<file path="config.mk">
export PLATFORM = sky130hd
export DESIGN_NAME = unified_mem_arbiter
export DESIGN_NICKNAME = d
export VERILOG_FILES = /design/src/rtl/unified_mem_arbiter.sv
export SDC_FILE = /design/constraint.sdc
export NUM_CORES = 1
export LEC_CHECK = 0
export ABC_AREA = 1
export CELL_PAD_IN_SITES_DETAIL_PLACEMENT = 0
export CELL_PAD_IN_SITES_GLOBAL_PLACEMENT = 1
export CORE_UTILIZATION = 25
export DETAILED_ROUTE_END_ITERATION = 6
export PLACE_DENSITY = 0.72
export SYNTH_ARGS = -nofsm -noshare
export SYNTH_HDL_FRONTEND = slang
export SYNTH_SLANG_ARGS = --single-unit
</file>
<file path="constraint.sdc">
create_clock -name clk -period 3.1 [get_ports clk]
set_input_delay 0.465 -clock clk [delete_from_list [all_inputs] [get_ports clk]]
set_output_delay 0.465 -clock clk [all_outputs]
set_load 0.02 [all_outputs]
</file>
<file path="src/rtl/unified_mem_arbiter.sv">
// Arbitrates one single-port unified memory between the fetch and load/store ports.
// Data wins ties, bounded by a fetch anti-starvation streak; a watchdog aborts hung accesses.
module unified_mem_arbiter #(
   parameter int AW       = 32,
   parameter int DW       = 32,
   parameter int DATA_MAX = 4,
   parameter int TIMEOUT  = 255
) (
   input  logic          clk,
   input  logic          reset,
   input  logic          i_req,
   input  logic [AW-1:0] i_addr,
   output logic [DW-1:0] i_rdata,
   output logic          i_ready,
   input  logic          d_req,
   input  logic          d_we,
   input  logic [AW-1:0] d_addr,
   input  logic [DW-1:0] d_wdata,
   output logic [DW-1:0] d_rdata,
   output logic          d_ready,
   output logic          err,
   output logic          stall,
   output logic          mem_req,
   output logic          mem_we,
   output logic [AW-1:0] mem_addr,
   output logic [DW-1:0] mem_wdata,
   input  logic [DW-1:0] mem_rdata,
   input  logic          mem_ack
);

   localparam int SW = $clog2(DATA_MAX + 1);
   localparam int TW = $clog2(TIMEOUT + 1);

   typedef enum logic [1:0] {S_IDLE, S_BUSY, S_RESP} state_t;

   state_t        state_q, state_d;
   logic          owner_d_q, owner_d_d;
   logic [SW-1:0] streak_q, streak_d;
   logic [TW-1:0] tmo_q, tmo_d;
   logic          mem_req_q, mem_req_d;
   logic          mem_we_q, mem_we_d;
   logic [AW-1:0] mem_addr_q, mem_addr_d;
   logic [DW-1:0] mem_wdata_q, mem_wdata_d;
   logic          i_ready_q, i_ready_d;
   logic          d_ready_q, d_ready_d;
   logic [DW-1:0] i_rdata_q, i_rdata_d;
   logic [DW-1:0] d_rdata_q, d_rdata_d;
   logic          err_q, err_d;

   logic          grant_data;
   logic          finish;
   logic          timed_out;

   always_comb begin
      state_d     = state_q;
      owner_d_d   = owner_d_q;
      streak_d    = streak_q;
      tmo_d       = tmo_q;
      mem_req_d   = mem_req_q;
      mem_we_d    = mem_we_q;
      mem_addr_d  = mem_addr_q;
      mem_wdata_d = mem_wdata_q;
      i_ready_d   = 1'b0;
      d_ready_d   = 1'b0;
      i_rdata_d   = i_rdata_q;
      d_rdata_d   = d_rdata_q;
      err_d       = 1'b0;
      grant_data  = 1'b0;
      finish      = 1'b0;
      timed_out   = 1'b0;

      case (state_q)
         S_IDLE: begin
            if (i_req || d_req) begin
               // Fetch only overrides data once data has won DATA_MAX times in a row.
               grant_data = d_req && !(i_req && (streak_q == SW'(DATA_MAX)));
               owner_d_d  = grant_data;
               mem_req_d  = 1'b1;
               tmo_d      = '0;
               state_d    = S_BUSY;
               if (grant_data) begin
                  mem_we_d    = d_we;
                  mem_addr_d  = d_addr;
                  mem_wdata_d = d_wdata;
                  if (!i_req)
                     streak_d = '0;
                  else if (streak_q != SW'(DATA_MAX))
                     streak_d = SW'(streak_q + 1'b1);
               end else begin
                  mem_we_d    = 1'b0;
                  mem_addr_d  = i_addr;
                  mem_wdata_d = '0;
                  streak_d    = '0;
               end
            end
         end
         S_BUSY: begin
            if (mem_ack) begin
               finish = 1'b1;
            end else if (tmo_q == TW'(TIMEOUT - 1)) begin
               finish    = 1'b1;
               timed_out = 1'b1;
            end else begin
               tmo_d = TW'(tmo_q + 1'b1);
            end
            if (finish) begin
               state_d   = S_RESP;
               mem_req_d = 1'b0;
               tmo_d     = '0;
               err_d     = timed_out;
               if (owner_d_q) begin
                  d_ready_d = 1'b1;
                  if (timed_out)
                     d_rdata_d = '0;
                  else if (!mem_we_q)
                     d_rdata_d = mem_rdata;
               end else begin
                  i_ready_d = 1'b1;
                  i_rdata_d = timed_out ? '0 : mem_rdata;
               end
            end
         end
         S_RESP: begin
            state_d = S_IDLE;
         end
         default: begin
            state_d = S_IDLE;
         end
      endcase
   end

   always_ff @(posedge clk) begin
      if (!reset) begin
         state_q     <= S_IDLE;
         owner_d_q   <= 1'b0;
         streak_q    <= '0;
         tmo_q       <= '0;
         mem_req_q   <= 1'b0;
         mem_we_q    <= 1'b0;
         mem_addr_q  <= '0;
         mem_wdata_q <= '0;
         i_ready_q   <= 1'b0;
         d_ready_q   <= 1'b0;
         i_rdata_q   <= '0;
         d_rdata_q   <= '0;
         err_q       <= 1'b0;
      end else begin
         state_q     <= state_d;
         owner_d_q   <= owner_d_d;
         streak_q    <= streak_d;
         tmo_q       <= tmo_d;
         mem_req_q   <= mem_req_d;
         mem_we_q    <= mem_we_d;
         mem_addr_q  <= mem_addr_d;
         mem_wdata_q <= mem_wdata_d;
         i_ready_q   <= i_ready_d;
         d_ready_q   <= d_ready_d;
         i_rdata_q   <= i_rdata_d;
         d_rdata_q   <= d_rdata_d;
         err_q       <= err_d;
      end
   end

   assign mem_req   = mem_req_q;
   assign mem_we    = mem_we_q;
   assign mem_addr  = mem_addr_q;
   assign mem_wdata = mem_wdata_q;
   assign i_ready   = i_ready_q;
   assign d_ready   = d_ready_q;
   assign i_rdata   = i_rdata_q;
   assign d_rdata   = d_rdata_q;
   assign err       = err_q;

   // The core must freeze in the same cycle a request is pending, so this stays combinational.
   assign stall = (i_req & ~i_ready_q) | (d_req & ~d_ready_q);

endmodule

</file>
==> qor.yml, run 1 <==
routing:
  wl_per_cell_um: 13.03
  vias: 5940
  drt_pre_antenna_iters: 5
  vias_per_cell: 4.128
  drtIter0Drc: 282
  wirelength_um: 18750
  ant_nets: 0
  drcViolationCount: 0
pwr:
  clkPwrFrac_pct: 42.7
  p_seq_share_pct: 39.1
  leakage_nw: 4.590
  p_per_area_nw_per_um2: 539.7
  comb_power_share_pct: 18.2
  swShare_pct: 28.42
  p_sw_w: 0.001509
  p_int_w: 0.003800
  peakVddDrop_v: 0.0002560
timing:
  drv_slew: 0
  fmax_mhz: 406.4
  holdWs_ps: 449.6
  setup_viol: 0
  relSlewSlack_pct: 52.74
  hold_viol: 0
  setup_tns_ps: 0
  fin_crit_ps: 2461
  rsz0062_at_grt: "no"
  finalCritPeriodShare_pct: 79.38
  worst_pin_slew_ps: 706.3
  skew_ps: 9.935
die:
  ios: 268
  die_height_um: 160.2
  row_count: 57
  coreArea_um2: 24460
  initial_core_util_pct: 25.58
  die_w_um: 160.2
  die_area_um2: 25670
global_route:
  grt_pass1_wl_um: 30190
  antenna_found_initial: 0
  grt_use_total_pct: 14.95
  grt_overflow: 0
  grt_max_degree: 56
  grt_pass1_vias: 5653
synthesis:
  yosys-top-cells-count: "176 x nand2_1, 147 x dfxtp_1, 135 x nor2_1"
  ys_seq_area_share_pct: 47.02
  synthTopCellsByArea: "dfxtp_1 47%, nand2_1 11%, nor2_1 8.1%, inv_1 7.7%, a21o_1 3.8%"
  synth_compound_area_share_pct: 13.03
  synth_warnings: 0
  synth_top_family_by_area: "simple AND/OR/NAND/NOR gates"
  synth_fp_nets: 987
  synthFlopType: "dfxtp_1"
  synth_edf_count: 0
  syn_area_um2: 6259
  avgSynthCellArea_um2: 7.372
  synth_top_area_share_pct: 47.02
  async_reset_ff_share_pct: 0
  synth_xor_area_share_pct: 0.4198
  synthCells: 849
  synth_seq_cells: 147
  synth_top_area_cell: "dfxtp_1"
  synthSimpleGateAreaFrac_pct: 26.87
  synth.most_common_cell: "nand2_1"
  synth_cell_type_count: 30
  synth.area.mux_share_pct: 0
  synth_fa_ha_area_share_pct: 0.7997
setup_path:
  crit_arrival_ps: 2000
  crit_path_frequent_cell: "clkdlybuf4s50_1"
  slowest_stage: "clkdlybuf4s50_1"
  cp_max_fo: 5
  crit_path_max_incr_delay_ps: 640
  cp-start-kind: "input pin"
  cp_num_buf_inv: 3
  cp.required_ps: 2630
  critPathTopFamily: "buffers and inverters"
  worstPathCellList: "clkdlybuf4s50_1 > inv_1 > o22ai_1 > clkdlybuf4s50_1"
  end_kind: "output pin"
  crit_type: "in -> out"
placed_design:
  dp_hpwl_um: 13160
  portBuffers: 267
  place_congestion: 0.7446
cts:
  clk_pin_slew_worst_paths_ps: 70
  postCtsHoldBufs: 0
  clk_latency_ps: 420
  cts.sinks: 147
  postCtsSetupRepairBufs: 0
  cts_buffer_depth: 2
  cts_buffers: 17
  ctsResizeCount: 0
  cts_tree: "yes"
  cts-root-buf: "clkbuf_16"
  cts_max_level: 4
run:
  maxCapViolations: 0
cells_and_area:
  synthToLayoutAreaGrowth_pct: 57.16
  final_layout_size_suffix_gt1_share_pct: 7.444
  nNetsFinal: 1240
  num_antenna_cells: 0
  fin_util_pct: 40.21
min_path:
  hold_class: "reg -> reg"
run_status:
  outcome: "finished clean"
[layout by cell type (no fill, tap or decap), drive strengths merged, types with 10 or more instances in the layout]
cell type,synthesis,final
a21o,32,32
a21oi,37,37
a22o,23,23
a22oi,10,10
buf,34,16
clkbuf,14,17
clkdlybuf4s50,0,266
dfxtp,147,147
inv,129,139
nand2,201,201
nand3,44,44
nor2,141,141
o21ai,20,20
[cell families after synthesis]
kind of cell,Yosys count
AO/OA/AOI/OAI,124
XOR/XNOR,3
adder cells (fa/ha/maj),4
buffers and inverters,177
flip-flops,147
AND/OR/NAND/NOR,394
[sequential cells by signal (all words and copies together), names as in the netlist]
signal	count
i_rdata	32
streak_q	3
d_rdata	32
mem_addr	32
owner_d_q	1
err	1
mem_req	1
mem_we	1
tmo_q	8
d_ready	1
mem_wdata	32
i_ready	1
state_q	2
[metrics by stage]
stage | cell area, um2 | cells | worst slack (ps) | total power, W
detailed placement | 9199 | 1407 | 605.1 | 0.003094
global placement | 9199 | 1407 | 625.6 | 0.003094
finish | 9836 | 1439 | 639.1 | 0.005309
global route | 9836 | 1439 | 557.5 | 0.005592
floorplan | 6259 | 849 | 1342 | 0.002605
CTS | 9836 | 1439 | 640.5 | 0.005405
[power groups by stage]
stage | registers [W] | logic (W) | clock network [W]
CTS | 0.00207 | 0.000983 | 0.00235
global route | 0.00209 | 0.00106 | 0.00245
detailed placement | 0.00212 | 0.000978 | 0
global placement | 0.00212 | 0.000979 | 0
finish | 0.00207 | 0.000967 | 0.00227
floorplan | 0.00225 | 0.000353 | 0
[final timing paths]
path	start	slack, ps	cells past startpoint	endpoint
worst max-delay path	i_req	640	4	stall
worst min-delay path	mem_addr[24]	450	1	mem_addr[24]
worst max register to register	tmo_q[0]	1020	11	i_rdata[0]
worst min register to register	mem_addr[24]	450	1	mem_addr[24]
[routing by layer]
| metal | wire length [um] | GRT usage [%] | part of all wire (%) |
|---|---|---|---|
| met3 | 1911 | 6.909 | 10 |
| met1 | 8675 | 19.02 | 46 |
| met2 | 8005 | 22.41 | 43 |
| met4 | 161 | 4.416 | 0.86 |
| met5 | 0 | 0 | 0 |
[worst register-to-register path: cells and delay by family (launching register included)]
family        cells  cell delay (ps)
simple gates      8             1050
fa+ha+maj         1              150
buf+inv           2              500
flops             1              330
[cell type report]
| cell class | count | area, um2 |
|---|---|---|
| Tap cell | 324 | 405.4 |
| Timing Repair Buffer | 282 | 2793 |
| Sequential cell | 147 | 2943 |
| Inverter | 129 | 484.2 |
| Clock buffer | 17 | 425.4 |
| Clock inverter | 15 | 211.5 |
| Fill cell | 2573 | 14630 |
| Multi-Input combinational cell | 525 | 2574 |
No activity file was read; power rests on OpenSTA's default activity.
==> inputs of run 2 (changes only) <==
Clock period 3.1 ns to 2.55 ns, I/O delays scaled along.
==> run 2 against run 1 <==
Net effect: clock power increased by 12%; sequential share of layout area shrank 0.14 points; wire length increased by 0.99%; core utilization is 0.18 points higher; cell area increased by 0.46%; largest cell class unchanged.
==> qor.yml, run 2 (same netlist as run 1, synthesis figures left out) <==
cts:
  cts_tree: "yes"
  postCtsHoldBufs: 0
  cts-root-buf: "clkbuf_16"
  cts_max_level: 4
  cts_buffer_depth: 2
  ctsResizeCount: 0
  cts_buffers: 17
  postCtsSetupRepairBufs: 0
  clk_pin_slew_worst_paths_ps: 60
  clk_latency_ps: 430
  cts.sinks: 147
pwr:
  p_seq_share_pct: 40.2
  clkPwrFrac_pct: 40.7
  peakVddDrop_v: 0.0003317
  finalPower_w: 0.006268
  p_per_area_nw_per_um2: 634.4
  p_int_w: 0.004375
  leakage_nw: 4.613
  p_sw_w: 0.001894
  swShare_pct: 30.21
  comb_power_share_pct: 19.1
routing:
  drt_pre_antenna_iters: 4
  drcViolationCount: 0
  wl_per_cell_um: 13.13
  ant_nets: 0
  vias_per_cell: 4.175
  wirelength_um: 18940
  vias: 6020
  drtIter0Drc: 268
placed_design:
  place_congestion: 0.7341
  dp_hpwl_um: 13200
  dpl_cell_area_um2: 9271
  portBuffers: 267
cells_and_area:
  num_antenna_cells: 0
  fin_util_pct: 40.39
  synthToLayoutAreaGrowth_pct: 57.88
  num-fill-cells: 2579
  design_area_um2: 9881
  final_common_cell: "clkdlybuf4s50_1"
  final_layout_size_suffix_gt1_share_pct: 7.692
  final_cell_mix: "266 x clkdlybuf4s50_1, 176 x nand2_1, 147 x dfxtp_1, 135 x nor2_1, 129 x inv_1"
  nNetsFinal: 1243
setup_path:
  cp.required_ps: 2170
  end_kind: "output pin"
  crit_arrival_ps: 1760
  crit_path_max_incr_delay_ps: 660
  critPathTopFamily: "buffers and inverters"
  cp_num_buf_inv: 3
  worstPathCellList: "clkdlybuf4s50_1 > inv_1 > o22ai_1 > clkdlybuf4s50_1"
  cp_max_fo: 3
  slowest_stage: "clkdlybuf4s50_1"
  crit_path_frequent_cell: "clkdlybuf4s50_1"
  crit_type: "in -> out"
  cp-start-kind: "input pin"
die:
  ios: 268
  row_count: 57
  die_area_um2: 25670
  die_w_um: 160.2
  initial_core_util_pct: 25.58
  die_height_um: 160.2
  coreArea_um2: 24460
timing:
  fin_crit_ps: 2142
  setup_tns_ps: 0
  worst_pin_slew_ps: 433.5
  holdWs_ps: 451.5
  finalCritPeriodShare_pct: 84.01
  hold_viol: 0
  skew_ps: 13.77
  fmax_mhz: 466.8
  setup_viol: 0
  drv_slew: 0
  relSlewSlack_pct: 71.00
  rsz0062_at_grt: "no"
global_route:
  grt_pass1_wl_um: 30680
  grt_use_total_pct: 15.08
  antenna_found_initial: 0
  grt_max_degree: 71
  grt_overflow: 0
  grt_pass1_vias: 5921
run_status:
  outcome: "finished clean"
min_path:
  hold_class: "reg -> reg"
run:
  maxCapViolations: 0
[run 2: changes by cell type in the layout (fill, tap and decap cells not counted), sizes merged]
cell and change:
bufinv -3, buf +3, inv -2, clkinvlp -1, clkinv +6
[run 2: worst register-to-register path: stages, from the launching register on]
cell	delay (ps)
dfxtp_1	330
inv_1	90
ha_1	150
nand2_1	60
nor2_2	140
nand2_2	80
nand2_4	90
nand3_4	310
buf_4	340
o21ai_0	160
nor2_1	50
[run 2: metal layers]
metal | up-vias | global-route usage, % | routed length, um | part of all wire (%)
li1 | 3126 | - | - | -
met1 | 2670 | 18.98 | 8679 | 46
met2 | 213 | 23.36 | 8219 | 43
met3 | 11 | 6.494 | 1846 | 9.7
met4 | 0 | 4.156 | 193 | 1.0
met5 | - | 0 | 0 | 0
[run 2: power groups by stage]
| stage | sequential [W] | clock (W) | combinational, W |
|---|---|---|---|
| after global routing | 0.00254 | 0.00276 | 0.00131 |
| after floorplan | 0.00274 | 0 | 0.000429 |
| after detailed placement | 0.00257 | 0 | 0.00121 |
| after CTS | 0.00252 | 0.00265 | 0.00122 |
| after global placement | 0.00257 | 0 | 0.00121 |
| final | 0.00252 | 0.00255 | 0.00120 |
[run 2: cell type report]
type,count,area [um2],share of cell area (%)
Clock buffer,17,425.4,4.305
Clock inverter,15,183.9,1.861
Inverter,129,484.2,4.901
Multi-Input combinational cell,525,2574,26.05
Sequential cell,147,2943,29.78
Tap cell,324,405.4,4.103
Timing Repair Buffer,285,2865,29.00
[run 2: worst paths after layout]
path | startpoint | to | slack, ps | cells past startpoint
max reg2reg | tmo_q[0] | d_rdata[0] | 650 | 10
min reg2reg | mem_addr[27] | mem_addr[27] | 450 | 1
min | mem_addr[27] | mem_addr[27] | 450 | 1
max | d_req | stall | 410 | 4
[run 2: through the flow]
| step | instances | setup slack, ps |
|---|---|---|
| floorplan | 849 | 957.1 |
| global placement | 1410 | 355.9 |
| detailed placement | 1410 | 383.9 |
| CTS | 1442 | 383.9 |
| global route | 1442 | 318.2 |
| finish | 1442 | 407.8 |
==> inputs of run 3 (changes only) <==
Settings changed: PLACE_DENSITY 0.72 to 0.75.
Clock period 2.55 ns to 1.78 ns, I/O delays scaled along.
==> run 3 against run 2 <==
Net effect: die area unchanged; core utilization up 0.72 points; cell area up 1.8%.
==> qor.yml, run 3 (same netlist as run 1, synthesis figures left out) <==
routing:
  vias: 6040
  wl_per_cell_um: 13.03
  drtIter0Drc: 297
  wirelength_um: 19010
  drt_pre_antenna_iters: 6
  ant_nets: 0
  drcViolationCount: 0
  vias_per_cell: 4.140
die:
  row_count: 57
  coreArea_um2: 24460
  die_height_um: 160.2
  die_w_um: 160.2
  die_area_um2: 25670
  initial_core_util_pct: 25.58
  ios: 268
setup_path:
  cp.required_ps: 1510
  cp-start-kind: "flip-flop"
  crit_type: "reg -> out"
  slowest_stage: "clkdlybuf4s50_1"
  end_kind: "output pin"
  cp_max_fo: 3
  worstPathCellList: "clkdlybuf4s50_1"
  critPathTopFamily: "buffers and inverters"
  crit_arrival_ps: 1440
  crit_path_max_incr_delay_ps: 640
  cp_num_buf_inv: 1
  rrSetupSlack_ps: 170
pwr:
  p_per_area_nw_per_um2: 898.8
  p_seq_share_pct: 40.0
  p_sw_w: 0.002643
  peakVddDrop_v: 0.0005654
  p_int_w: 0.006395
  swShare_pct: 29.25
  leakage_nw: 4.725
  comb_power_share_pct: 19.7
  finalPower_w: 0.009039
  clkPwrFrac_pct: 40.4
timing:
  drv_slew: 0
  hold_viol: 0
  worst_pin_slew_ps: 572.1
  rsz0062_at_grt: "no"
  relSlewSlack_pct: 61.77
  skew_ps: 12.27
  fmax_mhz: 585.0
  fin_crit_ps: 1710
  setup_viol: 0
  finalCritPeriodShare_pct: 96.04
cts:
  cts_buffer_depth: 2
  cts_max_level: 4
  cts_tree: "yes"
  cts.sinks: 147
  clk_pin_slew_worst_paths_ps: 70
  cts_buffers: 17
  postCtsHoldBufs: 0
  clk_latency_ps: 420
  cts-root-buf: "clkbuf_16"
cells_and_area:
  num_antenna_cells: 0
  multi_input_area_um2: 2584
  design_area_um2: 10060
  nNetsFinal: 1260
  num-fill-cells: 2501
  final_cell_mix: "264 x clkdlybuf4s50_1, 176 x nand2_1, 145 x dfxtp_1, 134 x nor2_1, 128 x inv_1"
  final_common_cell: "clkdlybuf4s50_1"
  synthToLayoutAreaGrowth_pct: 60.68
  final_layout_size_suffix_gt1_share_pct: 9.427
  regArea_um2: 2945
global_route:
  grt_overflow: 0
  grt_use_total_pct: 15.12
  grt_pass1_wl_um: 30970
  grt_max_degree: 68
  grt_pass1_vias: 5862
  antenna_found_initial: 0
placed_design:
  dpl_cell_area_um2: 9454
  portBuffers: 267
  dp_hpwl_um: 13370
  place_congestion: 0.7499
min_path:
  hold_class: "in -> reg"
run:
  maxCapViolations: 0
run_status:
  outcome: "finished clean"
==> run 3: cell count changes in the layout (fill, tap and decap cells not counted), moves of 2 or more <==
cell	before	now
clkdlybuf4s50_1	266	264
inv_8	6	4
dfxtp_2	0	2
inv_6	2	6
clkinv_4	2	0
dfxtp_1	147	145
buf_12	5	10
buf_4	13	25
clkinvlp_4	0	3
clkinv_8	5	0
==> run 3: final cells by class <==
class,count,share of cell area [%]
clock buffers,17,4.230
clock inverters,15,1.543
inverters,129,4.815
multi-input cells,525,25.69
flip-flops and latches,147,29.29
well taps,324,4.031
repair buffers,302,30.40
==> run 3: power by group through the flow <==
stage                     Clock, W  Combinational, W  Sequential [W]
after floorplan                  0          0.000615         0.00392
after global placement           0           0.00178         0.00368
after detailed placement         0           0.00179         0.00368
after CTS                  0.00380           0.00180         0.00361
after global routing       0.00393           0.00194         0.00364
final                      0.00365           0.00178         0.00361
==> run 3: layer usage <==
| layer | vias to the layer above | GRT usage (%) | wire length (um) |
|---|---|---|---|
| met1 | 2637 | 18.94 | 8762 |
| met3 | 13 | 6.000 | 1750 |
| met5 | - | 0 | 0 |
| li1 | 3167 | - | - |
| met2 | 223 | 23.85 | 8310 |
| met4 | 0 | 4.286 | 182 |
==> run 3: path summary, 6_finish.rpt <==
path,cells after the start,startpoint,to
worst max-delay path,1,mem_we,mem_we
worst min-delay path,3,reset,streak_q[0]
worst max register to register,11,tmo_q[0],i_rdata[20]
worst min register to register,1,mem_addr[29],mem_addr[29]
==> run 3: through the flow <==
stage / setup slack [ps] / hold WS [ps] / setup TNS, ps / instances / utilization, %
after floorplan: 315.8 / 392.5 / 0 / 849 / -
after global placement: -264.8 / 432.1 / -10690 / 1426 / 38.65
after detailed placement: -368.8 / 437.9 / -15130 / 1426 / 38.65
after CTS: 17.47 / 154.6 / 0 / 1458 / 41.02
after global routing: 12.97 / 175.1 / 0 / 1459 / 41.11
final: 70.45 / 181.6 / 0 / 1459 / 41.11
==> run 3: repair_timing <==
| item | 4_1_cts | 5_1_grt |
|---|---|---|
| endpoints found under the hold margin | 0 | 0 |
| setup buffers | 0 | 1 |
| cloned | 0 | 0 |
| gates resized for setup | 1 | 6 |
| endpoints found under the setup margin | 1 | 31 |
| pin swaps | 0 | 1 |
